`config.mk`:
```
export PLATFORM = sky130hd
export DESIGN_NAME = loproc_fetch
export DESIGN_NICKNAME = d
export VERILOG_FILES = /design/src/rtl/loproc_fetch_pkg.sv /design/src/rtl/loproc_fetch_fifo.sv /design/src/rtl/loproc_fetch.sv
export SDC_FILE = /design/constraint.sdc
export NUM_CORES = 1
export LEC_CHECK = 0
export ABC_AREA = 1
export CAP_MARGIN = 25
export CORE_MARGIN = 2
export CORE_UTILIZATION = 40
export DETAILED_ROUTE_END_ITERATION = 16
export GPL_ROUTABILITY_DRIVEN = 0
export PLACE_DENSITY = 0.69
export SLEW_MARGIN = 20
export SYNTH_ARGS = -nofsm -noshare
export SYNTH_HDL_FRONTEND = slang
export SYNTH_SLANG_ARGS = --single-unit
```
`constraint.sdc`:
```
create_clock -name clk -period 6.1 [get_ports clk]
set_clock_uncertainty 0.15 [all_clocks]
set_input_delay 0.915 -clock clk [delete_from_list [all_inputs] [get_ports clk]]
set_output_delay 0.915 -clock clk [all_outputs]
set_load 0.02 [all_outputs]
```
`src/rtl/loproc_fetch_pkg.sv`:
```
// Shared widths and depths for the loproc instruction fetch unit.
package loproc_fetch_pkg;

    localparam int INSTRUCTION_WIDTH = 32;
    localparam int FETCH_DEPTH       = 2;

endpackage

```
`src/rtl/loproc_fetch_fifo.sv`:
```
// Synchronous FIFO with clear and occupancy count; used for the fetch address and data queues.
module loproc_fetch_fifo #(
    parameter int WIDTH = 32,
    parameter int DEPTH = 2
) (
    input  logic                       clk,
    input  logic                       rst,
    input  logic                       push,
    input  logic [WIDTH-1:0]           push_data,
    input  logic                       pop,
    input  logic                       clear,
    output logic [WIDTH-1:0]           head,
    output logic [$clog2(DEPTH):0]     count
);

    localparam int AW = $clog2(DEPTH);

    logic [WIDTH-1:0] mem [DEPTH];
    logic [AW-1:0]    wr_ptr;
    logic [AW-1:0]    rd_ptr;

    // NOTE: sequential state uses non-blocking assignments so every register samples pre-edge values.
    always_ff @(posedge clk) begin
        if (rst || clear) begin
            wr_ptr <= '0;
            rd_ptr <= '0;
            count  <= '0;
        end else begin
            if (push) wr_ptr <= wr_ptr + 1'b1;
            if (pop)  rd_ptr <= rd_ptr + 1'b1;
            case ({push, pop})
                2'b10:   count <= count + 1'b1;
                2'b01:   count <= count - 1'b1;
                default: count <= count;
            endcase
        end
    end

    // NOTE: storage is deliberately not reset; count qualifies every read of head.
    always_ff @(posedge clk) begin
        if (push) mem[wr_ptr] <= push_data;
    end

    assign head = mem[rd_ptr];

endmodule

```
`src/rtl/loproc_fetch.sv`:
```
// Instruction fetch: issues in-order reads at the PC address, pairs returned words with
// their addresses and hands them to decode; drops responses made stale by a redirect.
module loproc_fetch
    import loproc_fetch_pkg::*;
#(
    parameter int INSTR_W = INSTRUCTION_WIDTH,
    parameter int DEPTH   = FETCH_DEPTH
) (
    input  logic               clk,
    input  logic               rst,
    input  logic [INSTR_W-1:0] pc_addr,
    output logic               pc_load,
    input  logic               redirect,
    output logic               imem_req,
    output logic [INSTR_W-1:0] imem_addr,
    input  logic               imem_gnt,
    input  logic               imem_rvalid,
    input  logic [INSTR_W-1:0] imem_rdata,
    output logic               instr_valid,
    output logic [INSTR_W-1:0] instr_data,
    output logic [INSTR_W-1:0] instr_addr,
    input  logic               instr_ready
);

    localparam int CW = $clog2(DEPTH) + 1;
    // One spare bit: a second redirect can land before the first batch of stale data drains.
    localparam int DW = CW + 1;
    localparam logic [CW-1:0] DEPTH_CNT = CW'(DEPTH);

    logic [CW-1:0]      aq_count;
    logic [CW-1:0]      dq_count;
    logic [INSTR_W-1:0] aq_head;
    logic [INSTR_W-1:0] dq_head;
    logic [DW-1:0]      discard_cnt;

    logic issue;
    logic consume;
    logic drop_rsp;
    logic accept_rsp;

    // NOTE: every signal driven here gets a default first so no latch can be inferred.
    always_comb begin
        instr_valid = !rst && (dq_count != '0);
        consume     = instr_valid && instr_ready;
        // A pop in this cycle frees its credit immediately, sustaining one fetch per cycle.
        imem_req    = !rst && !redirect && ((aq_count < DEPTH_CNT) || consume);
        issue       = imem_req && imem_gnt;
        pc_load     = !rst && (redirect || issue);
        drop_rsp    = imem_rvalid && (discard_cnt != '0);
        accept_rsp  = imem_rvalid && (discard_cnt == '0) && !redirect && (aq_count > dq_count);
        imem_addr   = pc_addr;
        instr_data  = instr_valid ? dq_head : '0;
        instr_addr  = instr_valid ? aq_head : '0;
    end

    always_ff @(posedge clk) begin
        if (rst) begin
            discard_cnt <= '0;
        end else if (redirect) begin
            discard_cnt <= discard_cnt - DW'(drop_rsp) + DW'(aq_count - dq_count);
        end else if (drop_rsp) begin
            discard_cnt <= discard_cnt - 1'b1;
        end
    end

    loproc_fetch_fifo #(
        .WIDTH (INSTR_W),
        .DEPTH (DEPTH)
    ) u_addr_q (
        .clk       (clk),
        .rst       (rst),
        .push      (issue),
        .push_data (pc_addr),
        .pop       (consume),
        .clear     (redirect),
        .head      (aq_head),
        .count     (aq_count)
    );

    loproc_fetch_fifo #(
        .WIDTH (INSTR_W),
        .DEPTH (DEPTH)
    ) u_data_q (
        .clk       (clk),
        .rst       (rst),
        .push      (accept_rsp),
        .push_data (imem_rdata),
        .pop       (consume),
        .clear     (redirect),
        .head      (dq_head),
        .count     (dq_count)
    );

    // Every response must belong to a stale or a live outstanding request.
    rsp_has_owner: assert property (@(posedge clk) disable iff (rst)
        imem_rvalid |-> ((discard_cnt != '0) || (aq_count > dq_count)));

endmodule

```
==> impl_metrics.toml <==
[pwr]
peakVddDrop_uv = 180
powerDensity_nw_per_um2 = 280
p_total_uw = 2410
p_leak_uw = 0.00345

[cts]
cts_tree = "yes"
clk-insertion-delay-late_ns = 0.41
cts_hold_buf = 0
cts_setup_buffers = 0
max-clock-path-buffers = 2
htreeDepth = 4
numClockSinks = 141
numCtsBuffers = 17
root_buffer = "clkbuf_16"
clkTransAtPathRegs_ns = 0.05
cts_repair_resize_count = 0

[finish]
syn_to_final_growth_pct = 36.1
antenna_cells = 0
nNetsFinal = 706
drive_gt1_share_pct = 20.7

[timing]
setup_viol = 0
hold_viol = 0
fmax_mhz = 221
tightest_slew_ns = 0.950
setup_ws_ns = 1.58
finalMaxSlewViolations = 0
max_slew_margin_pct = 36.5
final.setup.tns_ns = 0
fin_crit_sh_pct = 74.2
rsz0062_at_grt = "false"
timing.final.crit_period_ns = 4.52

[logic_synthesis]
syn_area_per_cell_um2 = 13.2
synthDistinctLibCells = 28
synth_commonest_cells = "edfxtp_1, inv_1, nand2_1, mux2_2, buf_4"
synth-async-reset-ratio_pct = 0
ys_seq_area_share_pct = 65.1
synthCells = 479
synth_area_um2 = 6310
yosys_most_used_dff = "edfxtp_1"
synth_edf_count = 128
syn-num-nets = 560
yosys-top-cells-area = "edfxtp_1, mux2_2, inv_1, buf_4, nand2_1"
yosys.area.top_type = "edfxtp_1"
synthMostInstantiatedCell = "edfxtp_1"
yosysWarnings = 0
ys_seq_elements = 141
synth.top_cell.area_share_pct = 60.9

[global_route]
grt_usage_pct = 15.2
grt_overflow_total = 0
grt_pass1_wl_um = 19500
grt_pass1_vias = 4073
antenna_found_initial = 0
grt_max_degree = 40

[placement]
hpwlAfterDp_um = 8230
place_ws_ns = 1.55
numPortBuffers = 168

[die]
rows = 45
dieArea_um2 = 16800
die-width_um = 130
core_area_um2 = 15300
start_util_pct = 41.2
top_level_ports = 169
fp.dieH_um = 130

[worst_setup_path]
cp-end-kind = "output port"
required_ns = 5.03
startpoint_type = "input pin"
critPathKind = "in2out"
crit_arrival_ns = 3.46
crit_fanout = 39

[routing]
dr.pass1.iters = 4
drc = 0
routed_wl_um = 12400
vias_per_cell = 4.50
drtAntennaViolNets = 0
drtIter0Drc = 275
vias = 3822
wl_per_cell_um = 14.7

[min_path]
min_path_type = "reg2reg"

[outcome]
status = "complete, no violations"

[flow_run]
maxCapViolations = 0
==> layer usage <==
layer / global-route usage, % / vias up / wire, um
li1: - / 1857 / -
met1: 19.2 / 1811 / 5500
met2: 25.2 / 141 / 6000
met3: 3.51 / 13 / 747
met4: 6.33 / 0 / 198
met5: 0 / - / 0
==> cell families (layout without fill, tap and decap cells) <==
group | count (synthesis) | count (layout) | share of synthesized area [%]
DFF | 141 | 141 | 65.1
AOI/OAI and AO/OA | 19 | 19 | 1.57
adders and majority gates | 11 | 11 | 2.66
xor gates and xnor gates | 3 | 3 | 0.417
and+or+nand+nor | 107 | 107 | 7.62
muxes | 64 | 64 | 11.4
buffers and inverters | 134 | 293 | 11.2
==> cells in the final DEF (no fill, tap or decap), types with 3 or more instances in the layout <==
| master | synthesis | layout |
|---|---|---|
| a21oi_1 | 11 | 11 |
| buf_4 | 35 | 5 |
| bufinv_16 | 0 | 5 |
| clkbuf_16 | 0 | 17 |
| clkdlybuf4s50_1 | 0 | 168 |
| clkinv_2 | 0 | 4 |
| dfxtp_1 | 13 | 13 |
| edfxtp_1 | 128 | 128 |
| fa_1 | 4 | 4 |
| ha_1 | 7 | 7 |
| inv_1 | 74 | 74 |
| inv_2 | 13 | 13 |
| inv_6 | 0 | 4 |
| mux2_2 | 64 | 64 |
| nand2_1 | 70 | 70 |
| nand2_2 | 13 | 13 |
| nand3_1 | 4 | 4 |
| nor2_1 | 11 | 9 |
| nor2_4 | 1 | 3 |
| o21ai_0 | 6 | 6 |
| xor2_1 | 3 | 3 |
==> flip-flops by register name (all words and copies together), names as in the netlist, named ones only <==
register         flops
u_data_q.rd_ptr      1
u_addr_q.wr_ptr      1
u_addr_q.rd_ptr      1
u_addr_q.mem        64
u_data_q.count       2
u_addr_q.count       2
u_data_q.mem        64
discard_cnt          3
u_data_q.wr_ptr      1
==> critical path, stage by stage <==
cell and delay, ns:
clkdlybuf4s50_1 0.51, inv_2 0.15, nand2_2 0.06, inv_2 0.62, buf_4 0.43, nand2_1 0.11
inv_1 0.06, clkdlybuf4s50_1 0.60
==> where the power goes <==
group / internal, uW / switching (uW) / total, uW / leakage, uW
clock: 728 / 390 / 1120 / 0.000315
combinational: 105 / 105 / 210 / 0.00187
sequential: 1070 / 8.68 / 1080 / 0.00126
total: 1900 / 503 / 2410 / 0.00345
==> path summary, 6_finish.rpt <==
path | slack, ns | start | to | cells past startpoint
setup / recovery | 1.58 | rst | instr_addr[23] | 8
hold / removal | 0.35 | u_data_q.rd_ptr$_SDFFE_PP0P_ | flip-flop | 2
setup reg to reg | 2.96 | discard_cnt[1]$_SDFFE_PP0P_ | discard_cnt[2]$_SDFFE_PP0P_ | 14
hold reg to reg | 0.35 | u_data_q.rd_ptr$_SDFFE_PP0P_ | flip-flop | 2
==> final cells by class <==
| cell class | count | area [um^2] |
|---|---|---|
| Inverter | 87 | 327 |
| Clock buffer | 18 | 429 |
| Clock inverter | 14 | 213 |
| Multi-Input combinational cell | 204 | 1510 |
| Tap cell | 211 | 264 |
| Sequential cell | 141 | 4100 |
| Timing Repair Buffer | 174 | 1740 |
| Fill cell | 1258 | 6730 |
==> per-stage QoR <==
stage	util (%)	hold WS [ns]	instances	area, um^2
3_3_place_gp	51.7	0.337	816	7920
3_5_place_dp	51.7	0.346	816	7920
2_1_floorplan	-	0.310	479	6310
4_1_cts	55.9	0.360	848	8560
6_report	56.1	0.354	849	8580
5_1_grt	56.1	0.378	849	8580
No activity file was read; power rests on OpenSTA's default activity.
